<file path="config.mk">
export PLATFORM = sky130hd
export DESIGN_NAME = ex_muldiv_ctrl
export DESIGN_NICKNAME = d
export VERILOG_FILES = /design/src/rtl/ex_muldiv_ctrl_pkg.sv /design/src/rtl/ex_muldiv_ctrl_muldiv_step.sv /design/src/rtl/ex_muldiv_ctrl.sv
export SDC_FILE = /design/constraint.sdc
export NUM_CORES = 1
export LEC_CHECK = 0
export CORE_UTILIZATION = 57
export DETAILED_ROUTE_END_ITERATION = 7
export DONT_BUFFER_PORTS = 1
export GPL_TIMING_DRIVEN = 0
export HOLD_SLACK_MARGIN = 0.1
export PLACE_DENSITY_LB_ADDON = 0.08
export SLEW_MARGIN = 20
export SYNTH_ARGS = -nofsm -noshare
export SYNTH_HDL_FRONTEND = slang
export SYNTH_HIERARCHICAL = 1
export SYNTH_SLANG_ARGS = --single-unit
</file>
<file path="constraint.sdc">
create_clock -name clk -period 10.2 [get_ports clk]
set_clock_uncertainty 0.1 [all_clocks]
set_input_delay 1.02 -clock clk [delete_from_list [all_inputs] [get_ports clk]]
set_output_delay 1.02 -clock clk [all_outputs]
set_load 0.05 [all_outputs]
</file>
<file path="src/rtl/ex_muldiv_ctrl_pkg.sv">
// Shared encodings for the EX-stage multiply/divide sequencer.
package ex_muldiv_ctrl_pkg;

  localparam int unsigned XLEN = 32;

  typedef enum logic [1:0] {
    MD_MUL  = 2'b00,
    MD_MULH = 2'b01,
    MD_DIV  = 2'b10,
    MD_REM  = 2'b11
  } md_op_e;

  typedef enum logic [1:0] {
    ST_IDLE = 2'b00,
    ST_CALC = 2'b01,
    ST_FIX  = 2'b10,
    ST_DONE = 2'b11
  } md_state_e;

endpackage

</file>
<file path="src/rtl/ex_muldiv_ctrl_muldiv_step.sv">
// One iteration of the muldiv datapath: LSB-first shift-add multiply or restoring divide.
// Accumulator layout: {high word, low word}; operand is multiplicand or divisor.
module ex_muldiv_ctrl_muldiv_step #(
  parameter int unsigned XLEN = 32
) (
  input  logic [2*XLEN-1:0] i_acc,
  input  logic [XLEN-1:0]   i_operand,
  input  logic              i_div,
  output logic [2*XLEN-1:0] o_acc
);

  logic [XLEN:0] w_sum;
  logic [XLEN:0] w_rem_sh;
  logic [XLEN:0] w_diff;

  always_comb begin
    w_sum    = {1'b0, i_acc[2*XLEN-1:XLEN]} + {1'b0, i_operand};
    // Remainder shifted left by one, pulling in the next dividend bit.
    w_rem_sh = i_acc[2*XLEN-1:XLEN-1];
    w_diff   = w_rem_sh - {1'b0, i_operand};
    if (i_div) begin
      if (w_diff[XLEN]) begin
        o_acc = {w_rem_sh[XLEN-1:0], i_acc[XLEN-2:0], 1'b0};
      end else begin
        o_acc = {w_diff[XLEN-1:0], i_acc[XLEN-2:0], 1'b1};
      end
    end else begin
      if (i_acc[0]) begin
        o_acc = {w_sum, i_acc[XLEN-1:1]};
      end else begin
        o_acc = {1'b0, i_acc[2*XLEN-1:1]};
      end
    end
  end

endmodule

</file>
<file path="src/rtl/ex_muldiv_ctrl.sv">
// Multi-cycle multiply/divide sequencer for the EX stage: stalls the pipeline while it
// iterates over magnitudes, then sign-fixes and presents one registered result.
module ex_muldiv_ctrl #(
  parameter int unsigned XLEN  = 32,
  parameter int unsigned CNT_W = 6
) (
  input  logic            clk,
  input  logic            rst_n,
  input  logic            start_in,
  input  logic [1:0]      op_in,
  input  logic            signed_in,
  input  logic [XLEN-1:0] a_in,
  input  logic [XLEN-1:0] b_in,
  input  logic            flush_in,
  output logic            stall_out,
  output logic            done_out,
  output logic [XLEN-1:0] result_out
);
  import ex_muldiv_ctrl_pkg::*;

  localparam logic [XLEN-1:0] SIGNED_MIN = {1'b1, {(XLEN-1){1'b0}}};

  md_state_e         r_state, w_state_nxt;
  md_op_e            r_op, w_op_nxt;
  logic              r_signed, w_signed_nxt;
  logic              r_neg, w_neg_nxt;
  logic [CNT_W-1:0]  r_cnt, w_cnt_nxt;
  logic [2*XLEN-1:0] r_acc, w_acc_nxt;
  logic [XLEN-1:0]   r_opnd, w_opnd_nxt;
  logic [XLEN-1:0]   r_result, w_result_nxt;

  logic [2*XLEN-1:0] w_step_acc;
  logic [2*XLEN-1:0] w_prod;
  logic [XLEN-1:0]   w_quo, w_rem, w_fix;
  logic [XLEN-1:0]   w_abs_a, w_abs_b;
  logic              w_sa, w_sb, w_apply_neg, w_calc_div;

  ex_muldiv_ctrl_muldiv_step #(
    .XLEN (XLEN)
  ) u_step (
    .i_acc     (r_acc),
    .i_operand (r_opnd),
    .i_div     (w_calc_div),
    .o_acc     (w_step_acc)
  );

  assign w_calc_div = (r_op == MD_DIV) || (r_op == MD_REM);
  assign result_out = r_result;

  // Sign correction of the magnitude result, then word selection.
  always_comb begin
    w_apply_neg = r_signed & r_neg;
    w_prod      = w_apply_neg ? (~r_acc + 1'b1) : r_acc;
    w_quo       = w_apply_neg ? (~r_acc[XLEN-1:0] + 1'b1) : r_acc[XLEN-1:0];
    w_rem       = w_apply_neg ? (~r_acc[2*XLEN-1:XLEN] + 1'b1) : r_acc[2*XLEN-1:XLEN];
    case (r_op)
      MD_MUL:  w_fix = w_prod[XLEN-1:0];
      MD_MULH: w_fix = w_prod[2*XLEN-1:XLEN];
      MD_DIV:  w_fix = w_quo;
      default: w_fix = w_rem;
    endcase
  end

  always_comb begin
    w_state_nxt  = r_state;
    w_op_nxt     = r_op;
    w_signed_nxt = r_signed;
    w_neg_nxt    = r_neg;
    w_cnt_nxt    = r_cnt;
    w_acc_nxt    = r_acc;
    w_opnd_nxt   = r_opnd;
    w_result_nxt = r_result;
    stall_out    = 1'b0;
    done_out     = 1'b0;

    w_sa    = signed_in & a_in[XLEN-1];
    w_sb    = signed_in & b_in[XLEN-1];
    w_abs_a = w_sa ? (~a_in + 1'b1) : a_in;
    w_abs_b = w_sb ? (~b_in + 1'b1) : b_in;

    unique case (r_state)
      ST_IDLE: begin
        if (start_in) begin
          stall_out    = 1'b1;
          w_op_nxt     = md_op_e'(op_in);
          w_signed_nxt = signed_in;
          w_cnt_nxt    = '0;
          if (op_in[1]) begin
            w_acc_nxt  = {{XLEN{1'b0}}, w_abs_a};
            w_opnd_nxt = w_abs_b;
            w_neg_nxt  = op_in[0] ? w_sa : (w_sa ^ w_sb);
          end else begin
            w_acc_nxt  = {{XLEN{1'b0}}, w_abs_b};
            w_opnd_nxt = w_abs_a;
            w_neg_nxt  = w_sa ^ w_sb;
          end
          // Divide-by-zero and signed overflow bypass the iteration entirely.
          if (op_in[1] && (b_in == '0)) begin
            w_result_nxt = op_in[0] ? a_in : '1;
            w_state_nxt  = ST_DONE;
          end else if (op_in[1] && signed_in && (a_in == SIGNED_MIN) && (b_in == '1)) begin
            w_result_nxt = op_in[0] ? '0 : SIGNED_MIN;
            w_state_nxt  = ST_DONE;
          end else begin
            w_state_nxt = ST_CALC;
          end
        end
      end
      ST_CALC: begin
        stall_out = 1'b1;
        w_acc_nxt = w_step_acc;
        w_cnt_nxt = r_cnt + CNT_W'(1);
        if (r_cnt == CNT_W'(XLEN - 1)) begin
          w_state_nxt = ST_FIX;
        end
      end
      ST_FIX: begin
        stall_out    = 1'b1;
        w_result_nxt = w_fix;
        w_state_nxt  = ST_DONE;
      end
      ST_DONE: begin
        done_out    = 1'b1;
        w_state_nxt = ST_IDLE;
      end
      default: w_state_nxt = ST_IDLE;
    endcase

    if (flush_in) begin
      w_state_nxt  = ST_IDLE;
      w_result_nxt = r_result;
      stall_out    = 1'b0;
      done_out     = 1'b0;
    end
  end

  always_ff @(posedge clk or negedge rst_n) begin
    if (!rst_n) begin
      r_state  <= ST_IDLE;
      r_op     <= MD_MUL;
      r_signed <= 1'b0;
      r_neg    <= 1'b0;
      r_cnt    <= '0;
      r_acc    <= '0;
      r_opnd   <= '0;
      r_result <= '0;
    end else begin
      r_state  <= w_state_nxt;
      r_op     <= w_op_nxt;
      r_signed <= w_signed_nxt;
      r_neg    <= w_neg_nxt;
      r_cnt    <= w_cnt_nxt;
      r_acc    <= w_acc_nxt;
      r_opnd   <= w_opnd_nxt;
      r_result <= w_result_nxt;
    end
  end

endmodule

</file>
After elaboration in Yosys (flattened, before gate mapping):

Index checks and enable logic that the tools add are counted.

* bits in registers: 140
* output and inout port bits: 34

* add/subtract/negate cells: 8
* equality and inequality tests: 13
* multiplexer cells: 34
* bitwise operators: 10
* reductions and logical operators: 15

Operators with widths (count)
* $mux 32: 11
* $mux 64: 5
* $add 32x1->32 const B: 4
* $not 32->32: 4
* $pmux 64 s2: 1
* $pmux 32 s3: 1
* $add 64x1->64 const B: 1
* $eq 32x32->1 const B: 2
* $not 64->64: 1
* $pmux 32 s2: 1
* $add 32x32->33: 1
* $sub 33x32->33: 1
* $logic_not 32->1: 1
* $pmux 6 s2: 1
* $mux 2: 5
* $ne 3x3->1 const B: 3
* $eq 2x2->1 const B: 4
* $pmux 2 s4: 1
* $add 6x1->6 const B: 1
* $eq 6x5->1 const B: 1
* $mux 1: 6
* $mux 6: 1
* $reduce_and 2->1: 3
* $eq 2x1->1 const B: 2
* other kinds (11): 18

Logic depth before layout (Yosys ltp):

* word-level depth: 8
* gate-level depth with buffers: 16
* depth with buffers taken out: 16

Modules after synthesis:

The synthesis kept the hierarchy.

By module, submodules not included
* ex_muldiv_ctrl: instances 1, cells each 1339, area each 10605.2 µm²
* ex_muldiv_ctrl_muldiv_step: instances 1, cells each 692, area each 4847.1 µm²

Worst setup path after synthesis:

Ideal clock, no wire load.

* path type: input-to-output
* start point: input start_in
* end point: output stall_out
* arrival time: 2581 ps
* setup slack: 6499 ps
* stages on the path: 5
* cells stage by stage: inv_1 -> nor2_1 -> clkbuf_1 -> nor2_1 -> nor3_1

* cells in the longest elaborated chain, start to end: 3

Ends and longest elaborated chain
* from (decl): line ex_muldiv_ctrl.sv:9 `input logic start_in,`
* $mux 1: line ex_muldiv_ctrl.sv:83 `if (start_in) begin`
* $pmux 1 s2: line ex_muldiv_ctrl.sv:81 `unique case (r_state)`
* $mux 1: line ex_muldiv_ctrl.sv:129 `if (flush_in) begin`
* to (decl): line ex_muldiv_ctrl.sv:15 `output logic stall_out,`

Every way passes these cells.

Worst setup path after layout:

* start point: register r_state[0]
* end point: output stall_out

* cells in the longest elaborated chain, start to end: 4
* elaborated cells on any way between the ends: 6
* those cells by class: eq/ne: 2; mux: 2; reduce/logical: 2

Ends and longest elaborated chain
* from (decl): line ex_muldiv_ctrl.sv:23 `md_state_e r_state, w_state_nxt;`
* from (signal assigned): line ex_muldiv_ctrl.sv:148 `r_state <= w_state_nxt;`
* $eq 2x1->1 or $eq 2x2->1 (tied branches): line ex_muldiv_ctrl.sv:81
* $reduce_or 2->1 (no line)
* $pmux 1 s2 *: line ex_muldiv_ctrl.sv:81
* $mux 1 *: line ex_muldiv_ctrl.sv:129

Every way passes the cells marked *; elsewhere a longest branch is shown, timed or not.

==> out/results.tsv <==
metric	value	unit
status	complete, no violations	
Synth area leaders	dfrtp_1, ha_1, a21oi_1	
setup TNS	0	ns
gpl congestion	1.09	
nets@finish	2198	
Ys Warns	6	
CTS Buf Count	17	
Post-synth EDFFs	0	
clk root buf	clkbuf_16	
Worst Tran Pin Value	1.12	ns
number of synthesized register bits	140	
Cell Rows	59	
clock latency on the worst-skew pair	0.45	ns
IO Pins	105	
fin crit share	0.452	
hpwl dp	52400	um
Peak VDD IR	0.269	mV
Core ar.	26400	um2
CTS Sinks	140	
endpoint class of the critical path	output port	
post-synth cell types	87	
initial antenna violation count	2	
Initial Util	0.586	
drt total wl	67600	um
Synth Net Count	2179	
first-pass GRT wire length	99900	um
critical path class	flip-flop to output port	
DR vias	17400	
crit start category	flip-flop	
Yosys top cell by area	dfrtp_1	
hold_buf cts	0	
die area	27800	um2
Data arrival, critical path	3.49	ns
Synth top area share	0.227	
async set-reset flop share out of synthesis	1.00	
Max Clock Freq	217	MHz
# setup viols final	0	
origin of the critical flop-to-flop path	r_acc[31]$_DFFE_PN0P_	
H-tree Lvls	4	
Period minus WS final	4.61	ns
Tot GR Track Use	0.479	
grt ovf	0	
Layout area overhead	6.67	%
die height	167	um
wire per inst	28.2	um
CP startpoint	r_state[0]$_DFFE_PN0P_	
fillers	2481	
relative slew slack	0.255	
CTS max path bufs	2	
cts repair resizes	0	
Finished Core Util	0.625	
crit path max fanout	10	
Mapped Area	15500	um2
Power Density	337	nW/um2
Slew Limit Fails	0	
die extent in x	167	um
starting DRC count in detailed routing	2872	
worst min path class	input pin to asynchronous set/reset pin	
cells after synthesis	2031	
final hold vios	0	
Synth Flop Type	dfrtp_1	
average size of a mapped cell	7.61	um2
Vias/cell	7.24	
Max-Cap Viols	0	
Final ANT Viol Nets	0	
vias in the first global route	16100	
PortBufs	0	
count of non-filler cells in the finished layout	2399	
Placed Cells	2366	
proportion of synthesized chip area in sequential cells	0.227	
leak pwr	6.88	nW
layout cell share with drive strength beyond 1	0.0620	
DRC	0	
Setup Buffers After CTS	0	
pin count of the biggest net entering global routing	141	
CTS tree	yes	
clk slew on worst S/H paths	0.08	ns
DR pass1 iterations	8	
Worst Path Required	9.08	ns
RSZ-0062 raised after global routing	false	
per-layer routing:
metal	share of wire	vias to the layer above	track usage
met5	0.00019	-	0
met4	0.065	2	0.274
met3	0.14	270	0.136
met2	0.41	1334	0.697
met1	0.39	8200	0.635
li1	-	7568	-
sequential cells by signal, indices dropped and copies added (netlist names):
| signal | cells |
|---|---|
| r_acc | 64 |
| r_cnt | 6 |
| r_neg | 1 |
| result_out | 32 |
| r_opnd | 32 |
| r_op | 2 |
| r_signed | 1 |
| r_state | 2 |
critical path: stages (launching register included):
cell and delay (ns):
dfrtp_1 0.43, inv_1 0.13, ha_1 0.17, clkbuf_1 0.40, inv_1 0.11, nor2_1 0.15
clkbuf_1 0.85, nor2_1 0.11, nor3_2 0.68
cell usage in the layout (no fill, tap or decap), types with 21 or more instances in the layout:
cell	synthesis	routed
ha_1	75	75
o31ai_1	36	36
inv_1	73	73
nor2b_1	30	30
or3_1	23	23
a21o_1	43	43
mux2_2	38	38
nand4_1	25	25
a31oi_1	41	41
mux2i_1	41	41
or4_1	23	23
a21oi_1	180	180
nand3_1	37	37
nor2_1	159	159
o211ai_1	21	21
o21ai_0	135	135
nor3_1	46	44
xnor2_1	90	90
a211oi_1	42	42
clkbuf_1	115	115
xor2_1	70	70
nor4_1	32	30
a22o_1	33	33
dfrtp_1	140	140
nand2_1	204	204
cells by family (layout without fill, tap and decap cells):
group                    after synthesis  after routing  share of synthesized area
XOR/XNOR                             160            160                     0.0907
AO/OA/AOI/OAI                        687            687                      0.293
AND/OR/NAND/NOR                      670            670                      0.216
flip-flops                           140            140                      0.227
adder cells (fa/ha/maj)               77             77                     0.0633
multiplexers                          79             79                     0.0543
buffers and inverters                218            250                     0.0563
other                                  0              1                          0
final cells by class:
| type | instances | area (um2) | share of cell area |
|---|---|---|---|
| inverters | 76 | 285 | 0.0173 |
| well taps | 335 | 419 | 0.0254 |
| clock buffers | 18 | 439 | 0.0266 |
| clock inverters | 14 | 148 | 0.00896 |
| multi-input cells | 1673 | 11100 | 0.674 |
| diodes | 1 | 2.50 | 0.000152 |
| flip-flops and latches | 140 | 3500 | 0.213 |
| plain buffers | 142 | 584 | 0.0354 |
through the flow:
step	hold WS (ns)	worst slack (ns)	instance area, um2	power (mW)
4_1_cts	0.167	5.75	16500	5.39
5_1_grt	0.164	5.50	16500	5.82
6_report	0.171	5.59	16500	5.56
2_1_floorplan	0.365	6.50	15500	3.69
3_5_place_dp	0.427	5.41	15900	4.73
3_3_place_gp	0.414	5.39	15900	4.66
power breakdown:
part | total [mW] | leakage, nW | switching [mW] | internal (mW)
registers | 1.37 | 1.77 | 0.606 | 0.761
clock network | 0.656 | 0.281 | 0.303 | 0.352
logic | 3.54 | 4.83 | 2.20 | 1.34
synth_stat cells, types with 6 or more instances:
master	n
o21bai_1	7
and2_1	10
o221ai_1	13
o21a_1	9
nand4_1	25
nand4b_1	6
buf_2	10
o31ai_1	36
xor2_1	70
nor2b_1	30
mux2i_1	41
a22o_1	33
o21ai_0	135
nand3_1	37
clkbuf_1	115
or4_1	23
a21o_1	43
nand2_1	204
nor4_1	32
a41oi_1	8
dfrtp_1	140
buf_1	10
or3_1	23
mux2_2	38
a211oi_1	42
nand2b_1	15
a31oi_1	41
inv_1	73
and3_1	19
a22oi_1	7
a211o_1	10
ha_1	75
a221o_1	6
o22ai_1	11
a21oi_1	180
o2111ai_1	7
xnor2_1	90
o31a_1	8
or2_2	11
nor3_1	46
o211ai_1	21
nor2_1	159
o41ai_1	13
path summary, 6_finish.rpt:
path / cells past startpoint / end / slack (ns)
worst max-delay path: 8 / stall_out / 5.59
worst min-delay path: 0 / r_acc[56]$_DFFE_PN0P_ / 0.17
worst max register to register: 16 / r_acc[0]$_DFFE_PN0P_ / 5.59
worst min register to register: 2 / r_opnd[2]$_DFFE_PN0P_ / 0.44
max in group asynchronous: 0 / r_state[1]$_DFFE_PN0P_ / 9.60
min in group clk: 2 / r_opnd[2]$_DFFE_PN0P_ / 0.44
No activity file was read; power rests on OpenSTA's default activity.
